## src/rtl/mat_result_collector.sv

```systemverilog
// Collects up to MAX_N result rows from four processors (processor k owns rows k and k+4)
// and emits them strictly in row order through a registered valid/ready output stage.
module mat_result_collector #(
  parameter int DW    = 16,
  parameter int MAX_N = 8
) (
  input  logic          clk,
  input  logic          rst,
  input  logic          Enable,
  input  logic [3:0]    MAT_SIZE,
  input  logic [3:0]    P_VALID,
  input  logic [4*DW-1:0] P_DATA,
  input  logic          out_ready,
  output logic [DW-1:0] out_data,
  output logic          out_valid,
  output logic [2:0]    out_row,
  output logic          done,
  output logic          err
);

  localparam int AW = $clog2(MAX_N);

  typedef enum logic [1:0] {IDLE, COLLECT, DONE} state_t;

  state_t         state, state_nxt;
  logic [3:0]     n;
  logic [3:0]     n_in;
  logic [MAX_N-1:0] filled;
  logic [1:0]     cnt [4];
  logic [3:0]     rd_ptr;
  logic [DW-1:0]  buffer [MAX_N];

  logic [3:0]     tgt [4];
  logic [3:0]     acc;
  logic [3:0]     drop;
  logic           load;
  logic           last_xfer;

  assign n_in = (MAT_SIZE > 4'(MAX_N)) ? 4'(MAX_N) : MAT_SIZE;

  // Classify each processor's offer: accept into its next owned row, or drop and flag.
  always_comb begin
    // NOTE: every combinational output gets a default first so no path can infer a latch.
    acc  = '0;
    drop = '0;
    for (int k = 0; k < 4; k++) begin
      tgt[k] = 4'(k) + {cnt[k], 2'b00};
      if (state == COLLECT && P_VALID[k]) begin
        if (cnt[k] < 2'd2 && tgt[k] < n && !filled[tgt[k][AW-1:0]])
          acc[k] = 1'b1;
        else
          drop[k] = 1'b1;
      end
    end
  end

  assign load      = (state == COLLECT) && (rd_ptr < n) && filled[rd_ptr[AW-1:0]] &&
                     (!out_valid || out_ready);
  assign last_xfer = (state == COLLECT) && out_valid && out_ready &&
                     ({1'b0, out_row} == n - 4'd1);

  always_comb begin
    state_nxt = state;
    if (!Enable) begin
      state_nxt = IDLE;
    end else begin
      case (state)
        IDLE:    state_nxt = (n_in == 4'd0) ? DONE : COLLECT;
        COLLECT: if (last_xfer) state_nxt = DONE;
        default: state_nxt = state;
      endcase
    end
  end

  always_ff @(posedge clk or negedge rst) begin
    if (!rst) state <= IDLE;
    else      state <= state_nxt;
  end

  always_ff @(posedge clk or negedge rst) begin
    if (!rst) begin
      n         <= '0;
      filled    <= '0;
      rd_ptr    <= '0;
      out_data  <= '0;
      out_valid <= 1'b0;
      out_row   <= '0;
      done      <= 1'b0;
      err       <= 1'b0;
      for (int k = 0; k < 4; k++) cnt[k] <= '0;
    end else if (!Enable) begin
      filled    <= '0;
      rd_ptr    <= '0;
      out_valid <= 1'b0;
      done      <= 1'b0;
      err       <= 1'b0;
      for (int k = 0; k < 4; k++) cnt[k] <= '0;
    end else begin
      if (state == IDLE) n <= n_in;
      for (int k = 0; k < 4; k++) begin
        if (acc[k]) begin
          cnt[k]                     <= cnt[k] + 2'd1;
          filled[tgt[k][AW-1:0]]     <= 1'b1;
        end
      end
      if (|drop) err <= 1'b1;
      // A read only targets a filled slot and a write only an empty one, so they never collide.
      if (load) begin
        out_data                 <= buffer[rd_ptr[AW-1:0]];
        out_row                  <= rd_ptr[2:0];
        out_valid                <= 1'b1;
        rd_ptr                   <= rd_ptr + 4'd1;
        filled[rd_ptr[AW-1:0]]   <= 1'b0;
      end else if (out_ready) begin
        out_valid <= 1'b0;
      end
      done <= (state == DONE);
    end
  end

  // NOTE: the payload storage has no reset; the filled bits alone decide what is valid.
  always_ff @(posedge clk) begin
    for (int k = 0; k < 4; k++) begin
      if (acc[k]) buffer[tgt[k][AW-1:0]] <= P_DATA[k*DW +: DW];
    end
  end

endmodule

```

## config.mk

```make
export PLATFORM = sky130hd
export DESIGN_NAME = mat_result_collector
export DESIGN_NICKNAME = d
export VERILOG_FILES = /design/src/rtl/mat_result_collector.sv
export SDC_FILE = /design/constraint.sdc
export NUM_CORES = 1
export LEC_CHECK = 0
export ABC_CLOCK_PERIOD_IN_PS = 2700
export BUFFER_PORTS_ARGS = -buffer_cell sky130_fd_sc_hd__buf_2
export CAP_MARGIN = 20
export CORE_ASPECT_RATIO = 1.25
export CORE_UTILIZATION = 30
export DETAILED_ROUTE_END_ITERATION = 6
export HOLD_SLACK_MARGIN = 0.08
export SYNTH_ARGS = -nofsm -noshare
export SYNTH_HDL_FRONTEND = slang
export SYNTH_SLANG_ARGS = --single-unit
```

## constraint.sdc

```tcl
create_clock -name clk -period 2.7 [get_ports clk]
set_input_delay 0.675 -clock clk [delete_from_list [all_inputs] [get_ports clk]]
set_output_delay 0.675 -clock clk [all_outputs]
set_load 0.05 [all_outputs]
```

Yosys cells after proc, flatten, opt, wreduce, memory -nomap -nowiden
Memory sizes are Yosys's and may differ from the RTL's. A register that Yosys moved wholly into a read port is not among the register bits. Cells that the tools add are included.

$add $sub $neg: 9. Order comparisons: 20. Equal/unequal tests: 12. Muxes and demuxes: 72. Bitwise logic cells: 6. Reduce and logical (&&, ||, !) cells: 36.

Operator list (number): 2-to-1 mux 8 bit (11); 2-to-1 mux 1 bit (41); bitwise OR 8 bit (3); logical AND 1 bit (23); < comparator 3 x 4 -> 1 bit (second input constant) (5); < comparator 4 bit (5); >= comparator 3 x 1 -> 1 bit (second input constant) (5); 2-to-1 mux 2 bit (7); binary-select mux 1 bit (select 3 bit) (4); demux 1 bit (select 3 bit) (4); 2-to-1 mux 4 bit (3); inequality test 2 x 1 -> 1 bit (second input constant) (6); adder 2 x 1 -> 2 bit (second input constant) (4); adder 2 x 4 -> 4 bit (first input constant) (2); AND 8 bit (1); < comparator 2 bit (second input constant) (4); NOT 8 bit (1); bitwise OR 8 x 5 -> 8 bit (1); zero test 1 bit (6); inequality test 3 x 1 -> 1 bit (second input constant) (2); AND reduction 2 bit (3); adder 1 x 4 -> 4 bit (first input constant) (1); adder 4 x 1 -> 4 bit (second input constant) (1); == test 3 x 4 -> 1 bit (1); other kinds (11) (11).

Register bits after elaboration: 32. Memory bits (writable): 128. Bits of input ports: 76. Output and inout bits: 22. Logic and storage cells: 168. Memories kept: 1.

Memory list: buffer (words 8, width 16, read ports 1, clocked after Yosys merged registers in 1, wr ports 4, RTL line 31) `logic [DW-1:0] buffer [MAX_N];`.

Depth between registers and ports, before layout
Depth in word-level cells: 20. Depth in mapped cells: 8.

Worst setup path after synthesis
OpenSTA, ideal clock, no wires.

Kind: flip-flop to flip-flop. Start: reg n[3]. End: reg filled[3]. Setup time: 70 ps. Data arrival time: 2597 ps. Slack: 33 ps. Cell stages (with the launch flop): 7. Period minus slack after synthesis: 2667 ps. Path through: dfrtp_1 inv_1 ha_1 nor2_1 nand4_1 nor3_1 o221a_2.

Word-level cells in the longest chain between the ends: 19.

Ends and longest elaborated chain: start: declaration (RTL line 26) `logic [3:0] n;`; start signal: assignment (RTL line 99) `if (state == IDLE) n <= n_in;`; < comparator 4 bit (RTL line 49) `if (cnt[k] < 2'd2 && tgt[k] < n && !filled[tgt[k][AW-1:0]])`; logical AND 1 bit (2 in series) (RTL line 49); 2-to-1 mux 1 bit (RTL line 49); 2-to-1 mux 1 bit (RTL line 48) `if (state == COLLECT && P_VALID[k]) begin`; 2-to-1 mux 8 bit (RTL line 101) `if (acc[k]) begin`; 2-to-1 mux 8 bit (RTL line 91) `end else if (!Enable) begin`; bitwise OR 8 bit (no source line); 2-to-1 mux 8 bit (RTL line 101); [2 not listed]; 2-to-1 mux 8 bit (RTL line 101); 2-to-1 mux 8 bit (RTL line 91); bitwise OR 8 bit (no source line); 2-to-1 mux 8 bit (RTL line 101); 2-to-1 mux 8 bit (RTL line 91); AND 8 bit (no source line); 2-to-1 mux 8 bit * (RTL line 108) `if (load) begin`; 2-to-1 mux 8 bit * (RTL line 91); end signal: assignment (RTL line 92) `filled <= '0;`; end signal: indexed assignment (RTL line 103) `filled[tgt[k][AW-1:0]] <= 1'b1;`; end signal: indexed assignment (RTL line 113) `filled[rd_ptr[AW-1:0]] <= 1'b0;`; end: declaration (RTL line 28) `logic [MAX_N-1:0] filled;`.

Mark *: on every way between the ends. The rest lies on a longest branch, timed or not. The select of a mux whose other input is x is not followed. A chain may end at the register's enable or synchronous reset.

==> flow_summary.toml <==
[die]
num_rows = 64
dieWidth_um = 144
io_pins = 98
fp.dieH_um = 179
coreArea_mm2 = 0.0246
die_area_mm2 = 0.0258
initial_core_util = 0.307

[route]
antenna_left = 0
drc = 0
wl_um = 17600
wire_per_inst_um = 18.1
first_pass_iters = 6
drt-vias-per-instance = 4.74
initialDrtViolationCount = 275
via_count = 4634

[synth]
yosys_warnings = 0
synth_cell_types = 44
synth_top_area_share = 0.509
ys_seq_area_frac = 0.668
yosys.area.top_type = "edfxtp_1"
async_flop_share = 0.273
syn_inst = 524
synth_area_leaders = "edfxtp_1 (51%), dfrtp_1 (16%), mux2i_1 (5.8%)"
synth_area_mm2 = 0.00755
ys.flop_type = "edfxtp_1"
synth-seq-cells = 176
syn-num-nets = 614
synth_edf_count = 128
avgSynthCellArea_um2 = 14.4

[global_route]
grt_first_pass_wirelength_um = 27200
grt.busiest_layer = "met2"
antenna_found_initial = 0
use_met3 = 0.0337
grt_use_met1 = 0.184
grt_max_degree = 39
grt-ovfl-total = 0
grt_usage = 0.146
grt_pass1_vias = 4788
use_met2 = 0.245

[run_status]
status = "complete, no violations"

[sta]
skew_ps = 9.86
min_period_ps = 2340
maxSlewViolCount = 0
timing.final.crit_share = 0.868
worst-slew-pin-transition_ps = 697
rsz0062_at_grt = "false"
max_freq_ghz = 0.426
fin_tns_setup_ps = 0
relSlewSlack = 0.534
setup_viol = 0
hold_slack_ps = 254
hold_violations = 0
fin_ws_ps = 355

[place]
placed_area_mm2 = 0.00851
pre_cts_ws_ps = 330
portBuffers = 97
hpwl_um = 12200
place.gp.congestion = 0.775

[critical_path]
crit_type = "reg2reg"
arrival_ps = 2460
rrSetupSlack_ps = 360
required_ps = 2810
rr_worst_depth = 6
cp_max_fo = 14
reg2reg_to = "buffer[1][15]"
cp-end-kind = "flop"
startpoint_type = "flop"
r2r-start = "n[3]"

[job]
drv_cap = 0

[layout]
nNetsFinal = 724
fin_area_mm2 = 0.00903
final_cell_mix = "edfxtp_1 (128), buf_2 (97), dfrtp_1 (46)"
final_common_cell = "edfxtp_1"
final_layout_size_suffix_gt1_frac = 0.301
areaGrowthSynthToFinish_pct = 19.6
nFillCells = 2410
seqCellArea_mm2 = 0.00505
diodes = 0
multi_input_area_mm2 = 0.00234

[power]
power_frac_clock = 0.327
seq_power_share = 0.486
p_leak_uw = 0.00337
combPwrFrac = 0.187
vdd_drop_max_uv = 454
internal_power_uw = 4770
switchingPower_uw = 1990
netSwitchingFraction = 0.294
p_per_area_mw_per_mm2 = 748
power_uw = 6760

[clocking]
clock_tree.htree_level_count = 4
holdBufCountCts = 0
clk_latency_ps = 430
cts_root_buf = "clkbuf_16"
cts_max_path_buffers = 2
clk_pin_slew_ps = 70
tritoncts = "yes"
post-cts-setup-buffer-count = 0
cts_made_buffers = 17
cts.sinks = 176
post_cts_resize_count = 0

[worst_hold_path]
min_path_type = "in2async"
-- state kept, by name, indices dropped and copies added (netlist names) --
register	flops
buffer	128
cnt	8
done	1
err	1
filled	8
n	4
out_data	16
out_row	3
out_valid	1
rd_ptr	4
state	2
-- final cells by class --
| cell class | count | area share |
|---|---|---|
| flip-flops and latches | 176 | 0.559 |
| well taps | 330 | 0.0457 |
| inverters | 11 | 0.00457 |
| multi-input cells | 309 | 0.259 |
| repair buffers | 119 | 0.0734 |
| clock buffers | 20 | 0.0483 |
| clock inverters | 12 | 0.00997 |
-- critical path, cell delays in order, from the launching register on --
cell and delay (ps):
dfrtp_1 370, inv_1 130, ha_1 230, a2111oi_0 540, nand4_1 310, nor2_2 180, buf_4 260
-- metal layers --
layer / share of wire / wire (µm)
met2: 0.50 / 8860
met5: 0 / 0
met4: 0.015 / 270
met3: 0.042 / 735
met1: 0.44 / 7770
-- metrics by stage --
| step | std cells | util |
|---|---|---|
| after floorplan | 524 | - |
| after global placement | 945 | 0.346 |
| after detailed placement | 945 | 0.346 |
| after CTS | 977 | 0.368 |
| after global routing | 977 | 0.368 |
| final | 977 | 0.368 |
-- power by group through the flow --
stage	logic (µW)	clock network, µW	registers [µW]
floorplan	473	0	3740
CTS	1290	2250	3290
detailed placement	1280	0	3340
finish	1270	2210	3290
global route	1360	2360	3310
global placement	1270	0	3340
-- cells in the mapped netlist, types with 2 or more instances --
| library cell | instances |
|---|---|
| a221o_1 | 10 |
| o21ai_0 | 39 |
| nor2b_1 | 16 |
| mux2_2 | 19 |
| nand2b_1 | 9 |
| inv_1 | 10 |
| mux2_4 | 11 |
| ha_1 | 14 |
| o221a_2 | 7 |
| o211ai_1 | 9 |
| nand2_1 | 36 |
| nand3_1 | 13 |
| nand3b_1 | 7 |
| edfxtp_1 | 128 |
| and2_1 | 2 |
| buf_2 | 15 |
| nand4_1 | 4 |
| a2111oi_0 | 2 |
| dfrtp_1 | 48 |
| a21oi_1 | 17 |
| nor3_1 | 6 |
| xnor2_1 | 6 |
| mux2i_1 | 44 |
| a31oi_1 | 3 |
| xor2_1 | 2 |
| or3_1 | 2 |
| nor2_1 | 16 |
| o21a_1 | 4 |
| clkbuf_1 | 10 |
-- worst max-delay path by stage --
stage | startpoint | endpoint
floorplan | n[3] | filled[3]
global placement | n[3] | out_data[2]
detailed placement | n[3] | buffer[1][6]
CTS | n[3] | buffer[1][14]
global route | n[3] | buffer[1][14]
finish | n[3] | buffer[1][15]
-- cell families (layout without fill, tap and decap cells) --
logic type / after synthesis / count (layout) / synth area share
AO/OA/AOI/OAI: 98 / 98 / 0.0870
flip-flops: 176 / 176 / 0.668
multiplexers: 75 / 75 / 0.110
XOR/XNOR: 8 / 8 / 0.00928
adder cells (fa/ha/maj): 14 / 14 / 0.0232
AND/OR/NAND/NOR: 114 / 114 / 0.0775
buffers and inverters: 39 / 162 / 0.0250
No activity file was read; power rests on OpenSTA's default activity.
